<file path="config.mk">
export PLATFORM = sky130hd
export DESIGN_NAME = reg_file_sb
export DESIGN_NICKNAME = d
export VERILOG_FILES = /design/src/rtl/reg_file_sb_pkg.sv /design/src/rtl/reg_file_sb_mux.sv /design/src/rtl/reg_file_sb.sv
export SDC_FILE = /design/constraint.sdc
export NUM_CORES = 2
export LEC_CHECK = 0
export CELL_PAD_IN_SITES_DETAIL_PLACEMENT = 0
export CELL_PAD_IN_SITES_GLOBAL_PLACEMENT = 1
export CORE_UTILIZATION = 41
export CTS_CLUSTER_DIAMETER = 60
export DETAILED_ROUTE_END_ITERATION = 16
export PLACE_DENSITY_LB_ADDON = 0.15
export SYNTH_ARGS = -nofsm -noshare
export SYNTH_HDL_FRONTEND = slang
export SYNTH_HIERARCHICAL = 1
export SYNTH_SLANG_ARGS = --single-unit
</file>
<file path="constraint.sdc">
create_clock -name clk -period 4.7 [get_ports clk]
set_input_delay 0.47 -clock clk [delete_from_list [all_inputs] [get_ports clk]]
set_output_delay 0.47 -clock clk [all_outputs]
set_load 0.05 [all_outputs]
</file>
<file path="src/rtl/reg_file_sb_pkg.sv">
// Shared types and constants for the reg_file_sb register file and the
// 32:1 read-select MUX stage that consumes its packed register array.
package reg_file_sb_pkg;

    localparam int NREGS  = 32;   // fixed: must match the 5-bit MUX select
    localparam int WIDTH  = 20;
    localparam int ADDR_W = 5;    // log2(NREGS)

    typedef logic [WIDTH-1:0]              word_t;
    typedef logic [ADDR_W-1:0]             addr_t;
    typedef logic [NREGS-1:0][WIDTH-1:0]   reg_array_t;
    typedef logic [NREGS-1:0]              busy_vec_t;

    // Register 0 reads as zero and can be neither written nor reserved.
    localparam addr_t REG_ZERO = '0;

    function automatic logic is_writable(input addr_t addr);
        return addr != REG_ZERO;
    endfunction

endpackage

</file>
<file path="src/rtl/reg_file_sb_mux.sv">
// 32:1 x 20-bit read-select MUX. The register file instantiates it once per
// read port; the select is the register index, the data input the full array.
module reg_file_sb_mux
    import reg_file_sb_pkg::*;
(
    input  logic [NREGS-1:0][WIDTH-1:0] data_i,
    input  logic [ADDR_W-1:0]           sel_i,
    output logic [WIDTH-1:0]            data_o
);

    // Pure combinational select of one packed element.
    assign data_o = data_i[sel_i];

endmodule

</file>
<file path="src/rtl/reg_file_sb.sv">
// 32 x 20-bit register file with a busy-bit scoreboard, two combinational
// read ports (each through a reg_file_sb_mux), one write port and a stall
// output for the issue logic. Register 0 is hardwired to zero.
//
// Optional build macro READ_BYPASS_EN: when defined, a same-cycle write to a
// read port's address is forwarded onto that port's rd_data and removes that
// operand from the stall term. regs_out always shows the stored array.
module reg_file_sb
    import reg_file_sb_pkg::*;
(
    input  logic                        clk,
    input  logic                        rst,
    input  logic                        wr_en,
    input  logic [ADDR_W-1:0]           wr_addr,
    input  logic [WIDTH-1:0]            wr_data,
    input  logic                        rsv_en,
    input  logic [ADDR_W-1:0]           rsv_addr,
    input  logic [ADDR_W-1:0]           rd_addr_a,
    input  logic                        rd_use_a,
    input  logic [ADDR_W-1:0]           rd_addr_b,
    input  logic                        rd_use_b,
    output logic [WIDTH-1:0]            rd_data_a,
    output logic [WIDTH-1:0]            rd_data_b,
    output logic [NREGS-1:0][WIDTH-1:0] regs_out,
    output logic [NREGS-1:0]            busy,
    output logic                        stall
);

    reg_array_t regs_q, regs_d;
    busy_vec_t  busy_q, busy_d;

    word_t      mux_a, mux_b;
    logic       byp_a, byp_b;

    // Next-state for storage and scoreboard: write first, then reservation,
    // so a same-address reserve overrides the writeback clear.
    always_comb begin
        // NOTE: every always_comb target gets a default first so no path
        // leaves it unassigned, which would otherwise infer a latch.
        regs_d = regs_q;
        busy_d = busy_q;

        if (wr_en && is_writable(wr_addr)) begin
            regs_d[wr_addr] = wr_data;
        end
        if (wr_en) begin
            busy_d[wr_addr] = 1'b0;
        end
        if (rsv_en && is_writable(rsv_addr)) begin
            busy_d[rsv_addr] = 1'b1;
        end

        // Keep entry 0 constant so it folds away and can never read non-zero.
        regs_d[REG_ZERO] = '0;
        busy_d[REG_ZERO] = 1'b0;
    end

    // State registers with synchronous reset that overrides write and reserve.
    always_ff @(posedge clk) begin
        // NOTE: the register array is reset here on purpose: a reset must
        // clear all data and drop every pending reservation, so it is built
        // from flops rather than an unreset RAM macro.
        if (rst) begin
            regs_q <= '0;
            busy_q <= '0;
        end else begin
            // NOTE: non-blocking assignments for all flop updates so every
            // register samples its pre-edge inputs, independent of order.
            regs_q <= regs_d;
            busy_q <= busy_d;
        end
    end

    assign regs_out = regs_q;
    assign busy     = busy_q;

    reg_file_sb_mux u_mux_a (
        .data_i (regs_q),
        .sel_i  (rd_addr_a),
        .data_o (mux_a)
    );

    reg_file_sb_mux u_mux_b (
        .data_i (regs_q),
        .sel_i  (rd_addr_b),
        .data_o (mux_b)
    );

`ifdef READ_BYPASS_EN
    // Forward the in-flight write to a port that reads the same register.
    assign byp_a = wr_en && is_writable(wr_addr) && (wr_addr == rd_addr_a);
    assign byp_b = wr_en && is_writable(wr_addr) && (wr_addr == rd_addr_b);
`else
    // Without forwarding a busy operand waits until the cycle after writeback.
    assign byp_a = 1'b0;
    assign byp_b = 1'b0;
`endif

    assign rd_data_a = byp_a ? wr_data : mux_a;
    assign rd_data_b = byp_b ? wr_data : mux_b;

    // An operand stalls only if it is consumed, busy and not being forwarded.
    assign stall = (rd_use_a & busy_q[rd_addr_a] & ~byp_a) |
                   (rd_use_b & busy_q[rd_addr_b] & ~byp_b);

endmodule

</file>
[Yosys cells after proc, flatten, opt, wreduce, memory -nomap -nowiden]
Index checks and enable logic that the tools add are counted.
Word-level totals
  register bits after elaboration: 672
  word-level logic and storage cells: 69
Cells by class
  $lt $le $gt $ge: 6
  mux-type cells: 17
  bitwise gates (word level): 6
  reductions and logical operators: 6
Operators with widths (count)
  bitwise mux 640 bit: 1
  binary-select mux 20 bit (select 5 bit): 2
  demux 20 bit (select 5 bit): 1
  2-to-1 mux 32 bit: 2
  2-to-1 mux 20 bit: 3
  AND 32 bit: 1
  inverter 32 bit: 1
  OR 32 bit: 1
  less-than comparator 5 x 6 -> 1 bit (second input constant): 4
  binary-select mux 1 bit (select 5 bit): 2
  demux 1 bit (select 5 bit): 2
  greater-or-equal comparator 5 x 1 -> 1 bit (second input constant): 2
  nonzero test 5 bit: 2
  logical AND 1 bit: 4
  2-to-1 mux 1 bit: 4
  AND 1 bit: 2
  OR 1 bit: 1

[Logic depth before layout (Yosys ltp)]
  word-level depth: 9
  mapped depth: 8
  mapped depth without buffers: 5

[By module]
Netlist, hierarchy kept.
By module, submodules not included
  reg_file_sb: times used 1, cells an instance 3017, area each 23460.0 sq um, seq. area each 13032.5 sq um
  reg_file_sb_mux: times used 2, cells an instance 708, area each 5723.0 sq um, seq. area each 0.0 sq um

[Worst setup path after synthesis]
No wires, ideal clock.
  path type: in2out
  from: in rd_addr_a[0]
  to: out stall
  data arrival time: 2.154 ns
  required time: 4.230 ns
  slack: 2.076 ns
  cell stages on the path: 5
  path through: buf_2 > or3b_2 > o221ai_1 > o41ai_1 > o221ai_1
On the way
  longest elaborated chain between the ends: 4
Ends and longest elaborated chain
  from (decl): RTL line reg_file_sb.sv:18  | input logic [ADDR_W-1:0] rd_addr_a,
  binary-select mux 1 bit (select 5 bit): RTL line reg_file_sb.sv:103  | assign stall = (rd_use_a & busy_q[rd_addr_a] & ~byp_a) |
  2-to-1 mux 1 bit (not written as such): RTL line reg_file_sb.sv:103
  AND 1 bit: RTL line reg_file_sb.sv:103
  OR 1 bit: RTL line reg_file_sb.sv:103
  to (decl): RTL line reg_file_sb.sv:26  | output logic stall
Every way passes these cells. The select of a mux whose other input is x is not followed.

[Worst setup path after layout]
  from: in rd_addr_a[3]
  to: out rd_data_a[13]
On the way
  longest elaborated chain between the ends: 2
Ends and longest elaborated chain
  binary-select mux 20 bit (select 5 bit): RTL line reg_file_sb_mux.sv:12  | assign data_o = data_i[sel_i];
  2-to-1 mux 20 bit (not written as such): RTL line reg_file_sb_mux.sv:12
  to (decl): RTL line reg_file_sb.sv:22  | output logic [WIDTH-1:0] rd_data_a,
Every way passes these cells. The select of a mux whose other input is x is not followed.

==> key figures <==
Layout
  – Register Area: ~13000 um2
  – Fillcell total: about 8.0k
  – Layout cells sized above 1: 0.0619
  – Post-route standard cell area excluding fillers: 45500 um2
  – Post-route non-filler standard cell count: 6142
  – Total area of multi-input combinational cells: ~20000 um2
  – Fraction of the core area covered by cells at the end of the flow: 0.541
  – Final #Nets: between 4k and 5k
  – Synthesis-to-finish area growth: 30.2%

Clock tree
  – Number of buffers created by CTS: between 70 and 80
  – Number of clock sinks seen by CTS: 651
  – Number of instances resized during post-cts repair: 0
  – Number of setup buffers added after CTS: 0
  – TritonCTS clock tree: built
  – Library cell used as clock root buffer: sky130_fd_sc_hd__clkbuf_16
  – Count of hold buffers inserted by post-cts repair: 0
  – Insertion delay to the later sink of the worst-skew pair: 0.63 ns
  – Max clock buf depth: 3
  – Reg clk slew, reported paths: 0.06 ns
  – Number of levels in the clock H-tree: 3

Floorplan
  – Die outline area: approximately 86000 um2
  – Number of placement rows: roughly 110
  – Vertical die dimension: roughly 290 um
  – Starting Density: 0.416
  – Ports: approximately 760
  – Overall die width: 294 um
  – Area of the core: about 84000 um2

Place
  – Dpl cells: 6002
  – Post-placement setup slack: around 0.79 ns
  – Detailed placement HPWL: 132000 um
  – Number of buffers inserted by port buffering: approximately 740
  – Placed standard-cell area: around 43000 um2
  – Placer congestion estimate: about 1

Route
  – Post-DR vias/cell: 6.01
  – DRC violations left: 0
  – Initial drt markers: roughly 5.1k
  – Remaining number of nets flagged by the antenna check after routing: 0
  – Average wire per standard cell: approximately 30 um
  – Detailed-route via count: ~37k
  – Total wirelength of the detailed-routed design: 184000 um
  – Pre-antenna DRT Iters: 6

STA
  – Worst slew margin relative to its limit: 0.180
  – Setup-failing EPs final: 0
  – Tightest Pin Transition: between 1 and 1.5 ns
  – Total count of hold-check failures in the final report: 0
  – Final worst-path cycle share: 0.858
  – Shortest clock period the worst path allows after layout: 4.03 ns
  – Worst hold margin: 0.354 ns
  – Slack of the critical path: around 0.67 ns
  – Setup TNS Final: 0 ns
  – Setup repair after global routing missed its margin: no
  – Worst setup skew after layout: 0 ns
  – Max Freq: approximately 250 MHz
  – Final number of max-transition violations: 0

Pwr
  – Largest voltage drop on the vdd net: 0.000278 V
  – Post-route total power: 13.8 mW
  – Static leakage: between 15 and 20 nW
  – Pwr/cell area: roughly 300 nW/um2

Setup path
  – Worst EP arrival: 3.56 ns
  – Worst setup path class: primary input to output port
  – Series of cell instances along the critical path: clkdlybuf4s50_1 -> buf_4 -> nand2b_1 -> a21oi_1 -> a31oi_1 -> nand3_1 -> buf_12
  – Critical path fanouts, max: 22
  – Cell depth of the worst setup path: 7
  – Crit path launch type: primary input
  – CP Capture Type: output port
  – CP max stage delay: between 0.9 and 1 ns
  – Endpoint required time on the critical path: ~4.2 ns
  – Buffer and inverter count on the worst path: 3
  – Count of cells along the worst register-to-register path: 2
  – Capturing point of the worst reg2reg path: regs_out[54]
  – Worst path top cell family by delay: buffers and inverters
  – Register-to-register path setup slack: approximately 3.8 ns
  – Crit. Startpoint: rd_addr_a[3]
  – Slowest stage cell on the critical path: sky130_fd_sc_hd__clkdlybuf4s50_1
  – Reg2reg start: regs_out[54]

Synth
  – Post-synth EDFFs: 0
  – Seq/Total Area, Yosys: 0.373
  – Most used flip-flop cell after synthesis: sky130_fd_sc_hd__dfxtp_1
  – Number of synthesized register bits: approximately 650
  – Syn avg cell area: 7.87 um2
  – Async S/R FF share, synth: 0
  – Gate count after technology mapping: 4433
  – Warning count from the yosys run: 6
  – Cell area after synthesis: 34900 um2
  – Unique masters post-synth: 44

GRT
  – Maximum number of pins on one net before global-route repair: between 100 and 150
  – Total routing resource utilization after global routing: 0.407
  – Grt total ovfl: 0
  – Number of global-route vias before repair: roughly 33k
  – Initial antenna violation count: 4
  – Global-route wire length before repair: 254000 um

Min path
  – Start point of the worst hold path: rst
  – Worst hold path stage count: 2
  – Hold path endpoint: regs_out[605]
  – Worst hold-check path type: primary input to flip-flop

Status
  – Result of the run: completed

Job
  – Number of max-cap violations: 0
-- state kept, by name (all words and copies together) (netlist names) --
name and cells:
busy 31, regs_out 620
-- cells in the final DEF (no fill, tap or decap), drive strengths merged, types with 10 or more instances in the layout --
| cell | netlist | layout |
|---|---|---|
| mux2i | 645 | 645 |
| nand3 | 83 | 83 |
| a22oi | 192 | 192 |
| nor3 | 42 | 42 |
| nor2 | 64 | 64 |
| a31oi | 40 | 40 |
| a22o | 81 | 81 |
| conb | 1 | 61 |
| nand2 | 1356 | 1356 |
| dfxtp | 651 | 651 |
| a21oi | 700 | 700 |
| buf | 188 | 137 |
| clkdlybuf4s50 | 0 | 692 |
| nor3b | 10 | 10 |
| clkinv | 0 | 16 |
| mux4 | 12 | 12 |
| nand4 | 40 | 40 |
| clkbuf | 266 | 105 |
-- worst reg2reg max path, delay by kind of cell, from the launching register on --
family	cells	cell delay, ns
DFF	1	0.61
and+or+nand+nor	1	0.09
AOI/OAI and AO/OA	1	0.16
-- layer usage --
layer	part of all wire	track usage	vias to the layer above
met5	0.00022	0	-
met4	0.044	0.159	6
met3	0.12	0.106	342
met2	0.43	0.602	2357
met1	0.41	0.560	17931
li1	-	-	16288
-- how the worst max path moves through the flow --
| stage | end | slack [ns] |
|---|---|---|
| 2_1_floorplan | stall | 2.08 |
| 3_3_place_gp | rd_data_a[5] | 0.82 |
| 3_5_place_dp | rd_data_a[13] | 0.79 |
| 4_1_cts | rd_data_a[13] | 0.78 |
| 5_1_grt | rd_data_a[13] | 0.68 |
| 6_report | rd_data_a[13] | 0.67 |
-- logic make-up after synthesis --
logic type,count (synthesis),synth area share
DFF,651,0.373
buffers and inverters,455,0.0716
muxes,658,0.193
and+or+nand+nor,1645,0.190
other,1,0.000107
AOI/OAI and AO/OA,1023,0.172
-- cell type report --
cell class / instances / share of cell area
antenna: 2 / 0.000110
clock buffer: 105 / 0.0478
clock inverter: 33 / 0.00895
inverter: 1 / 0.0000826
multi-input combinational: 3387 / 0.433
sequential: 651 / 0.287
tap: 1134 / 0.0312
timing repair buffer: 829 / 0.192
-- synthesized netlist by cell type, types with 10 or more instances --
cell | instances | area, um2
sky130_fd_sc_hd__nand2_1 | 1356 | 5090
sky130_fd_sc_hd__a21oi_1 | 700 | 3500
sky130_fd_sc_hd__dfxtp_1 | 651 | 13000
sky130_fd_sc_hd__mux2i_1 | 645 | 6460
sky130_fd_sc_hd__clkbuf_1 | 264 | 991
sky130_fd_sc_hd__a22oi_1 | 192 | 1440
sky130_fd_sc_hd__buf_2 | 95 | 475
sky130_fd_sc_hd__nand3_1 | 83 | 415
sky130_fd_sc_hd__a22o_1 | 81 | 709
sky130_fd_sc_hd__nor2_1 | 62 | 233
sky130_fd_sc_hd__buf_4 | 51 | 383
sky130_fd_sc_hd__nor3_1 | 42 | 210
sky130_fd_sc_hd__a31oi_1 | 40 | 250
sky130_fd_sc_hd__nand4_1 | 40 | 250
sky130_fd_sc_hd__buf_8 | 16 | 240
sky130_fd_sc_hd__buf_6 | 13 | 146
sky130_fd_sc_hd__buf_12 | 12 | 240
sky130_fd_sc_hd__mux4_2 | 11 | 248
sky130_fd_sc_hd__nor3b_1 | 10 | 75.1
-- power breakdown --
part           leakage, nW  switching [mW]  internal (mW)  total [mW]
logic                 9.85            1.36          0.639        2.00
clock network         1.27            2.57           3.65        6.22
registers             5.25          0.0676           5.56        5.63
Note: power is estimated with default switching activity, not from simulation.
